===== src/rtl/aer_spike_collector_if.sv =====
// Spike stream, readback and vote-result bundle for aer_spike_collector.
// The master side drives the spike stream; the slave side reports results.
interface aer_spike_collector_if #(
  parameter int ADDR_W = 6,
  parameter int CNT_W  = 8,
  parameter int STEP_W = 8
);
  logic              start;
  logic [STEP_W-1:0] num_steps;
  logic              spk;
  logic [ADDR_W-1:0] spk_addr;
  logic              step_done;
  logic [ADDR_W-1:0] rd_addr;
  logic [CNT_W-1:0]  rd_count;
  logic              busy;
  logic              result_valid;
  logic [ADDR_W-1:0] winner;
  logic [CNT_W-1:0]  winner_count;
  logic              addr_err;

  modport master (
    output start, num_steps, spk, spk_addr, step_done, rd_addr,
    input  rd_count, busy, result_valid, winner, winner_count, addr_err
  );

  modport slave (
    input  start, num_steps, spk, spk_addr, step_done, rd_addr,
    output rd_count, busy, result_valid, winner, winner_count, addr_err
  );
endinterface


===== src/rtl/aer_spike_collector.sv =====
// Per-neuron spike counting over a timestep window, then an argmax scan
// that reports the winning neuron with a one-cycle strobe.
module aer_spike_collector #(
  parameter int NUM_NEURONS = 40,
  parameter int ADDR_W      = 6,
  parameter int CNT_W       = 8,
  parameter int STEP_W      = 8
) (
  input logic              clk,
  input logic              rst,
  aer_spike_collector_if.slave bus
);

  typedef enum logic [2:0] {
    IDLE,
    CLEAR,
    COLLECT,
    SCAN,
    DONE
  } state_t;

  localparam logic [ADDR_W:0]   NN   = (ADDR_W+1)'(NUM_NEURONS);
  localparam logic [ADDR_W-1:0] LAST = ADDR_W'(NUM_NEURONS - 1);
  localparam logic [CNT_W-1:0]  CMAX = '1;

  state_t state;
  state_t state_nx;

  logic [CNT_W-1:0]  cnt [NUM_NEURONS];
  logic [ADDR_W-1:0] idx;
  logic [STEP_W-1:0] step_cnt;
  logic [STEP_W-1:0] steps;
  logic [ADDR_W-1:0] best_idx;
  logic [CNT_W-1:0]  best_cnt;
  logic [ADDR_W-1:0] win_q;
  logic [CNT_W-1:0]  win_cnt_q;
  logic              err_q;
  logic [CNT_W-1:0]  rd_q;

  logic              start_acc;
  logic              idx_last;
  logic              last_step;
  logic              spk_ok;
  logic              rd_ok;
  logic [CNT_W-1:0]  cand;
  logic              cand_wins;
  logic [ADDR_W-1:0] nx_best_idx;
  logic [CNT_W-1:0]  nx_best_cnt;

  assign start_acc = (state == IDLE) && bus.start;
  assign idx_last  = (idx == LAST);
  assign last_step = bus.step_done &&
                     (step_cnt == steps - STEP_W'(1));
  assign spk_ok    = ({1'b0, bus.spk_addr} < NN);
  assign rd_ok     = ({1'b0, bus.rd_addr} < NN);

  // Index 0 seeds the running best; later ties keep the lower index.
  assign cand        = cnt[idx];
  assign cand_wins   = (idx == '0) || (cand > best_cnt);
  assign nx_best_idx = cand_wins ? idx  : best_idx;
  assign nx_best_cnt = cand_wins ? cand : best_cnt;

  always_ff @(posedge clk) begin
    if (rst) state <= IDLE;
    else     state <= state_nx;
  end

  always_comb begin
    state_nx = state;
    unique case (state)
      IDLE:    if (bus.start) state_nx = CLEAR;
      CLEAR:   if (idx_last)  state_nx = COLLECT;
      COLLECT: if (last_step) state_nx = SCAN;
      SCAN:    if (idx_last)  state_nx = DONE;
      DONE:    state_nx = IDLE;
      default: state_nx = IDLE;
    endcase
  end

  always_ff @(posedge clk) begin
    if (rst) begin
      idx <= '0;
    end else if ((state == CLEAR || state == SCAN) && !idx_last) begin
      idx <= idx + ADDR_W'(1);
    end else begin
      idx <= '0;
    end
  end

  always_ff @(posedge clk) begin
    for (int i = 0; i < NUM_NEURONS; i++) begin
      if (rst) begin
        cnt[i] <= '0;
      end else if (state == CLEAR && idx == ADDR_W'(i)) begin
        cnt[i] <= '0;
      end else if (state == COLLECT && bus.spk &&
                   bus.spk_addr == ADDR_W'(i) && cnt[i] != CMAX) begin
        cnt[i] <= cnt[i] + CNT_W'(1);
      end
    end
  end

  // A zero window length is stored as one step.
  always_ff @(posedge clk) begin
    if (rst) begin
      steps <= '0;
    end else if (start_acc) begin
      steps <= (bus.num_steps == '0) ? STEP_W'(1) : bus.num_steps;
    end
  end

  always_ff @(posedge clk) begin
    if (rst) begin
      step_cnt <= '0;
    end else if (state == CLEAR) begin
      step_cnt <= '0;
    end else if (state == COLLECT && bus.step_done) begin
      step_cnt <= step_cnt + STEP_W'(1);
    end
  end

  always_ff @(posedge clk) begin
    if (rst) begin
      err_q <= 1'b0;
    end else if (start_acc) begin
      err_q <= 1'b0;
    end else if (state == COLLECT && bus.spk && !spk_ok) begin
      err_q <= 1'b1;
    end
  end

  always_ff @(posedge clk) begin
    if (rst) begin
      best_idx  <= '0;
      best_cnt  <= '0;
      win_q     <= '0;
      win_cnt_q <= '0;
    end else if (state == SCAN) begin
      best_idx <= nx_best_idx;
      best_cnt <= nx_best_cnt;
      if (idx_last) begin
        win_q     <= nx_best_idx;
        win_cnt_q <= nx_best_cnt;
      end
    end
  end

  always_ff @(posedge clk) begin
    if (rst)        rd_q <= '0;
    else if (rd_ok) rd_q <= cnt[bus.rd_addr];
    else            rd_q <= '0;
  end

  assign bus.rd_count     = rd_q;
  assign bus.busy         = (state != IDLE);
  assign bus.result_valid = (state == DONE);
  assign bus.winner       = win_q;
  assign bus.winner_count = win_cnt_q;
  assign bus.addr_err     = err_q;

endmodule


===== src/flat_wrapper.sv =====
// flat-port wrapper written by rule: the top's interface ports become plain ports
module aer_spike_collector_flat 
#(
  parameter int NUM_NEURONS = 40,
  parameter int ADDR_W      = 6,
  parameter int CNT_W       = 8,
  parameter int STEP_W      = 8
)
  (clk, rst, bus_start, bus_num_steps, bus_spk, bus_spk_addr, bus_step_done, bus_rd_addr, bus_rd_count, bus_busy, bus_result_valid, bus_winner, bus_winner_count, bus_addr_err);
  aer_spike_collector_if #(.ADDR_W(ADDR_W), .CNT_W(CNT_W), .STEP_W(STEP_W)) bus_i ();
  input logic clk;
  input logic rst;
  input wire logic [$bits(bus_i.start)-1:0] bus_start;
  input wire logic [$bits(bus_i.num_steps)-1:0] bus_num_steps;
  input wire logic [$bits(bus_i.spk)-1:0] bus_spk;
  input wire logic [$bits(bus_i.spk_addr)-1:0] bus_spk_addr;
  input wire logic [$bits(bus_i.step_done)-1:0] bus_step_done;
  input wire logic [$bits(bus_i.rd_addr)-1:0] bus_rd_addr;
  output wire logic [$bits(bus_i.rd_count)-1:0] bus_rd_count;
  output wire logic [$bits(bus_i.busy)-1:0] bus_busy;
  output wire logic [$bits(bus_i.result_valid)-1:0] bus_result_valid;
  output wire logic [$bits(bus_i.winner)-1:0] bus_winner;
  output wire logic [$bits(bus_i.winner_count)-1:0] bus_winner_count;
  output wire logic [$bits(bus_i.addr_err)-1:0] bus_addr_err;
  assign bus_i.start = bus_start;
  assign bus_i.num_steps = bus_num_steps;
  assign bus_i.spk = bus_spk;
  assign bus_i.spk_addr = bus_spk_addr;
  assign bus_i.step_done = bus_step_done;
  assign bus_i.rd_addr = bus_rd_addr;
  assign bus_rd_count = bus_i.rd_count;
  assign bus_busy = bus_i.busy;
  assign bus_result_valid = bus_i.result_valid;
  assign bus_winner = bus_i.winner;
  assign bus_winner_count = bus_i.winner_count;
  assign bus_addr_err = bus_i.addr_err;
  aer_spike_collector #(.NUM_NEURONS(NUM_NEURONS), .ADDR_W(ADDR_W), .CNT_W(CNT_W), .STEP_W(STEP_W)) u_core (.clk(clk), .rst(rst), .bus(bus_i));
endmodule

===== config.mk =====
export PLATFORM = sky130hd
export DESIGN_NAME = aer_spike_collector_flat
export DESIGN_NICKNAME = d
export VERILOG_FILES = /design/src/rtl/aer_spike_collector_if.sv /design/src/rtl/aer_spike_collector.sv /design/src/flat_wrapper.sv
export SDC_FILE = /design/constraint.sdc
export NUM_CORES = 1
export LEC_CHECK = 0
export ABC_AREA = 1
export CELL_PAD_IN_SITES_DETAIL_PLACEMENT = 0
export CELL_PAD_IN_SITES_GLOBAL_PLACEMENT = 2
export CORE_ASPECT_RATIO = 0.8
export CORE_MARGIN = 3
export CORE_UTILIZATION = 41
export DETAILED_ROUTE_END_ITERATION = 10
export HOLD_SLACK_MARGIN = 0.05
export PLACE_DENSITY_LB_ADDON = 0.15
export SETUP_SLACK_MARGIN = 0.15
export SLEW_MARGIN = 0
export SYNTH_ARGS = -nofsm -noshare
export SYNTH_HDL_FRONTEND = slang
export SYNTH_SLANG_ARGS = --single-unit

===== constraint.sdc =====
create_clock -name clk -period 5.1 [get_ports clk]
set_clock_uncertainty 0.15 [all_clocks]
set_input_delay 0.765 -clock clk [delete_from_list [all_inputs] [get_ports clk]]
set_output_delay 0.765 -clock clk [all_outputs]
set_load 0.01 [all_outputs]

### Yosys cells after proc, flatten, opt, wreduce, memory -nomap -nowiden

Memory sizes are Yosys's and may differ from the RTL's. A register that Yosys moved wholly into a read port is not among the register bits.
Cells that the tools add are included.

| storage, ports and cells | value |
|---|---|
| flip-flop bits (word level) | 54 |
| bits in writable memories | 320 |
| memories kept | 1 |
| word-level logic and storage cells | 777 |
| bits of input ports | 25 |
| output and inout bits | 25 |

| cells by class | value |
|---|---|
| add/sub/neg operators | 43 |
| mux-type cells | 371 |
| equality and inequality tests | 127 |
| bitwise gates (word level) | 82 |
| order comparisons | 3 |
| reductions and logical operators | 141 |

Memory list:

| memory | words | width | rd ports | clocked after memory_dff | write ports | line | text |
|---|---|---|---|---|---|---|---|
| u_core.cnt | 40 | 8 | 42 | 2 | 40 | aer_spike_collector.sv:29 | `logic [CNT_W-1:0] cnt [NUM_NEURONS];` |

Operator list:

| kind | count |
|---|---|
| 8-bit 2-to-1 mux | 82 |
| 8-bit by 1-bit adder with 8-bit output (second input constant) | 41 |
| 8-bit != test (second input constant) | 40 |
| 1-bit 2-to-1 mux | 282 |
| 6-bit by 5-bit equality test with 1-bit output (second input constant) | 32 |
| 1-bit logical AND | 126 |
| 6-bit by 4-bit equality test with 1-bit output (second input constant) | 16 |
| 6-bit equality test (second input constant) | 16 |
| 1-bit bitwise OR | 80 |
| 6-bit by 3-bit equality test with 1-bit output (second input constant) | 8 |
| 6-bit by 2-bit equality test with 1-bit output (second input constant) | 4 |
| 6-bit by 1-bit equality test with 1-bit output (second input constant) | 2 |
| 6-bit logical NOT | 2 |
| 6-bit < comparator (second input constant) | 2 |
| 3-bit 2-to-1 mux | 4 |
| 6-bit 2-to-1 mux | 2 |
| 3-bit one-hot mux with 4 select lines | 1 |
| 8-bit equality test | 1 |
| 8-bit greater-than comparator | 1 |
| 8-bit logical NOT | 1 |
| 2-bit OR reduction | 4 |
| 8-bit by 1-bit subtractor with 8-bit output (second input constant) | 1 |
| 6-bit by 1-bit adder with 6-bit output (second input constant) | 1 |
| 3-bit by 2-bit equality test with 1-bit output (second input constant) | 2 |
| 11 further kinds | 16 |

### Logic depth before layout (Yosys ltp)

| depth | value |
|---|---|
| depth after elaboration | 9 |
| mapped depth | 25 |
| mapped depth without buffers | 22 |

### Worst setup path before layout

OpenSTA, ideal clock, no wires.

| path | value |
|---|---|
| path kind | flip-flop to flip-flop |
| start | register u_core.idx[0] |
| end | register u_core.best_cnt[7] |
| path buffers | 4 |
| arrival | 2,655 ps |
| cell stages (with the launch flop) | 24 |
| clock period less this slack | 2,860 ps |
| setup time | 56 ps |
| path slack | 2,240 ps |
| required time | 4,894 ps |
| path through | dfxtp_1 -> buf_2 -> buf_2 -> buf_2 -> nand2_1 -> nand2_1 -> nand2_1 -> nand2_1 -> nand2_1 -> o21ai_1 -> nand3_1 -> ha_1 -> inv_1 -> nor2_1 -> o21ai_0 -> nand2_1 -> nand2_1 -> o211ai_1 -> nand2_1 -> clkbuf_1 -> nand3_1 -> nand3_1 -> nand2_1 -> inv_1 |

| on the way | value |
|---|---|
| cells in the longest elaborated chain, start to end | 3 |

Ends and longest elaborated chain:

| item | line | text |
|---|---|---|
| from (decl) | aer_spike_collector.sv:30 | `logic [ADDR_W-1:0] idx;` |
| from (signal assigned) | aer_spike_collector.sv:84 | `idx <= idx + ADDR_W'(1);` |
| 6-bit logical NOT | aer_spike_collector.sv:59 | `assign cand_wins = (idx == '0) \|\| (cand > best_cnt);` |
| 1-bit logical OR | aer_spike_collector.sv:59 |  |
| 8-bit 2-to-1 mux | aer_spike_collector.sv:61 | `assign nx_best_cnt = cand_wins ? cand : best_cnt;` |
| to (signal assigned) | aer_spike_collector.sv:140 | `best_cnt <= nx_best_cnt;` |
| to (decl) | aer_spike_collector.sv:34 | `logic [CNT_W-1:0] best_cnt;` |

Every way passes these cells.
A chain may end at the register's enable or synchronous reset.

### Final worst setup path

| path | value |
|---|---|
| start | register u_core.idx[0] |
| end | register u_core.win_q[5], in the netlist u_core.bus.winner[5] |

| on the way | value |
|---|---|
| cells in the longest elaborated chain, start to end | 3 |
| elaborated cells between the ends (all ways) | 5 |
| those cells by class | eq/ne (1); mux (1); reduce/logical (3) |

Ends and longest elaborated chain:

| item | line | text |
|---|---|---|
| 6-bit logical NOT | aer_spike_collector.sv:59 |  |
| 1-bit logical OR | aer_spike_collector.sv:59 |  |
| 6-bit 2-to-1 mux | aer_spike_collector.sv:60 | `assign nx_best_idx = cand_wins ? idx : best_idx;` |
| to (signal assigned) | aer_spike_collector.sv:142 | `win_q <= nx_best_idx;` |
| to (decl) | aer_spike_collector.sv:35 | `logic [ADDR_W-1:0] win_q;` |

Parallel ways exist; a longest one is shown, timed or not.

==> impl_metrics.py <==
metrics = {
    "placement": {
        "place_area_um2": 27760,
        "gp_congestion": 0.9221,
        "port_buffers": 49,
        "dp_hpwl_um": 66880,
    },
    "sta": {
        "slew_violations": 0,
        "fin_tns_setup_ns": 0,
        "worstMarginPinSlew_ns": 1.021,
        "rsz0062_at_grt": "no",
        "fmax_ghz": 0.2394,
        "hold_viol": 0,
        "period_share_pct": 81.90,
        "min_period_ns": 4.177,
        "slew_headroom_pct": 31.80,
        "finalSetupViolCount": 0,
    },
    "hold_path": {
        "hold_path_class": "reg -> reg",
        "holdPathStages": 2,
    },
    "clock_network": {
        "cts_tree": "yes",
        "cts_resized": 0,
        "cts_hold_buf": 0,
        "clkTransAtPathRegs_ns": 0.06,
        "cts_sinks": 382,
        "numCtsBuffers": 46,
        "clock_latency_ns": 0.59,
        "cts.htree.levels": 2,
        "cts_buffer_depth": 3,
        "root_buffer": "clkbuf_16",
        "postCtsSetupBuffers": 0,
    },
    "setup_path": {
        "cp.arrival_ns": 4.56,
        "cp.depth": 21,
        "cp.required_ns": 5.48,
        "slowest_delay_ns": 0.47,
        "start_kind": "register",
        "reg2reg_depth": 21,
        "crit_type": "reg -> reg",
        "critPathMostFrequentCell": "nand2_1",
        "critical_path_buf_inv_count": 4,
        "path_delay_family": "simple AND/OR/NAND/NOR gates",
        "path_cells": "inv_4 > buf_4 > buf_12 > nand2_1 > nand3_1 > nand2_1 > nand2_1 > nand2_1 > o21ai_1 > nand3_1 > ha_1 > nand2_1 > nor2_1 > nand2_1 > o211ai_1 > nand2_1 > nand2_1 > nand2_1 > nand3_1 > nand2_1 > inv_1",
        "r2r_slack_ns": 0.92,
        "end_kind": "register",
        "slowest_stage": "dfxtp_4",
        "crit_path_max_fanout": 39,
    },
    "pwr": {
        "power.static_leakage_uw": 0.01193,
        "power_density_nw_per_um2": 310.2,
        "finalPower_uw": 9079,
        "peakVddDrop_mv": 0.1922,
    },
    "yosys": {
        "synthesis.nets": 3643,
        "synth-compound-area-share_pct": 12.80,
        "synth_edf_count": 320,
        "ys_warn_count": 0,
        "synth-simple-area-share_pct": 30.12,
        "ys_top_cells_by_count": "800 x nand2_1, 469 x nor2_1, 437 x inv_1, 370 x nand3_1, 320 x edfxtp_1",
        "muxShareOfSynthArea_pct": 0,
        "synth_area_leaders": "edfxtp_1 36%, nand2_1 11%, nand3_1 7.0%",
        "synthDistinctLibCells": 55,
        "ys_seq_area_share_pct": 40.79,
        "yosysMostFrequentCell": "nand2_1",
        "async_flop_share_pct": 0,
        "syn_inst": 3564,
        "synth_top_family_by_area": "simple AND/OR/NAND/NOR gates",
        "synth_top_cell_area_share_pct": 36.12,
        "yosysTopAreaCell": "edfxtp_1",
        "syn_area_per_cell_um2": 7.464,
        "ys.flop_type": "edfxtp_1",
        "synth_seq_cells": 382,
        "synth_xor_area_share_pct": 4.807,
        "synthesis.area_um2": 26600,
        "synth-adder-area-share_pct": 2.540,
    },
    "grt": {
        "grtUsageTotal_pct": 25.85,
        "grt_pass1_vias": 22750,
        "grt_overflow": 0,
        "antenna_found_initial": 0,
        "grt_max_degree": 166,
        "grt_pass1_wl_um": 136400,
    },
    "final_layout": {
        "syn_to_final_growth_pct": 10.03,
        "fin_nets": 3629,
        "diodes": 0,
        "fin_area_um2": 29270,
        "layout-drive-gt1-share_pct": 6.105,
    },
    "floorplanning": {
        "die_x_um": 290.8,
        "rows": 82,
        "io_pins": 50,
        "coreArea_um2": 63410,
        "die_height_um": 233.8,
        "die-area_um2": 67990,
        "start_util_pct": 41.95,
    },
    "route": {
        "wl_um": 89150,
        "drc": 0,
        "via_per_inst": 5.458,
        "final_antenna_net_count": 0,
        "post_drt_wl_per_cell_um": 20.14,
        "drtIter0Drc": 2449,
        "dr.pass1.iters": 6,
        "vias": 24160,
    },
    "run_status": {
        "status": "finished, final reports clean",
    },
    "flow_run": {
        "drv_cap": 0,
    },
}
-- worst paths after layout --
path / endpoint / start
max: u_core.bus.winner[5] / u_core.idx[0]
min: u_core.step_cnt[7] / u_core.step_cnt[7]
max reg2reg: u_core.bus.winner[5] / u_core.idx[0]
min reg2reg: u_core.step_cnt[7] / u_core.step_cnt[7]
-- registers in the layout, summed over array words and instances (netlist names), 6 cells and up --
register,count
u_core.best_cnt,8
u_core.bus.rd_count,8
u_core.best_idx,6
u_core.idx,6
u_core.cnt,320
u_core.step_cnt,8
u_core.bus.winner,6
u_core.steps,8
u_core.bus.winner_count,8
-- cell type report --
cell class,count,area [um^2]
fill,6499,34140
clock buffer,58,1270
tap,840,1051
sequential,382,10860
multi-input combinational,2587,13370
timing repair buffer,81,769.5
inverter,452,1708
clock inverter,27,240.2
-- tightest hold or removal path: stages, from the launching register on --
cell	delay (ns)
dfxtp_1	0.32
nand2_1	0.07
a21oi_1	0.06
-- cells by family (layout without fill, tap and decap cells) --
family / Yosys count / in the layout
adder cells (fa/ha/maj): 54 / 54
AND/OR/NAND/NOR: 1816 / 1816
flip-flops: 382 / 382
buffers and inverters: 595 / 618
XOR/XNOR: 146 / 146
AO/OA/AOI/OAI: 571 / 571
-- report_power, final --
group	internal [uW]	total, uW	switching, uW
sequential	3550	3730	187
combinational	590	1990	1400
clock	1960	3360	1400
-- cells in the final DEF (no fill, tap or decap), types with 10 or more instances in the layout --
cell / n
clkdlybuf4s50_1: 45
o211ai_1: 27
a21oi_1: 229
dfxtp_1: 60
buf_4: 29
xor2_1: 141
o21a_1: 14
inv_1: 436
nand4_1: 12
o2111ai_2: 10
nor3b_2: 22
nor2_1: 469
nand2_1: 800
o21ai_0: 222
clkinv_1: 12
inv_2: 10
clkbuf_16: 49
o21ai_1: 15
edfxtp_1: 320
nor3_1: 47
nand3_1: 370
nor3b_1: 60
ha_1: 54
-- layer usage --
layer | vias up | part of all wire [%] | global-route usage (%)
met5 | - | 0 | 0
met4 | 0 | 3.1 | 8.098
met3 | 128 | 6.5 | 3.039
met2 | 809 | 42 | 38.77
met1 | 11450 | 48 | 38.82
li1 | 11780 | - | -
-- through the flow --
step           std cells  setup WS (ns)  util [%]  hold WS, ns
2_1_floorplan       3564          2.240         -       0.3146
3_3_place_gp        4342         0.9506     43.78       0.3244
3_5_place_dp        4342         0.9891     43.78       0.3337
4_1_cts             4427         0.9581     46.16       0.3451
5_1_grt             4427         0.5239     46.16       0.3879
6_report            4427         0.9232     46.16       0.3456
Note: power is estimated with default switching activity, not from simulation.
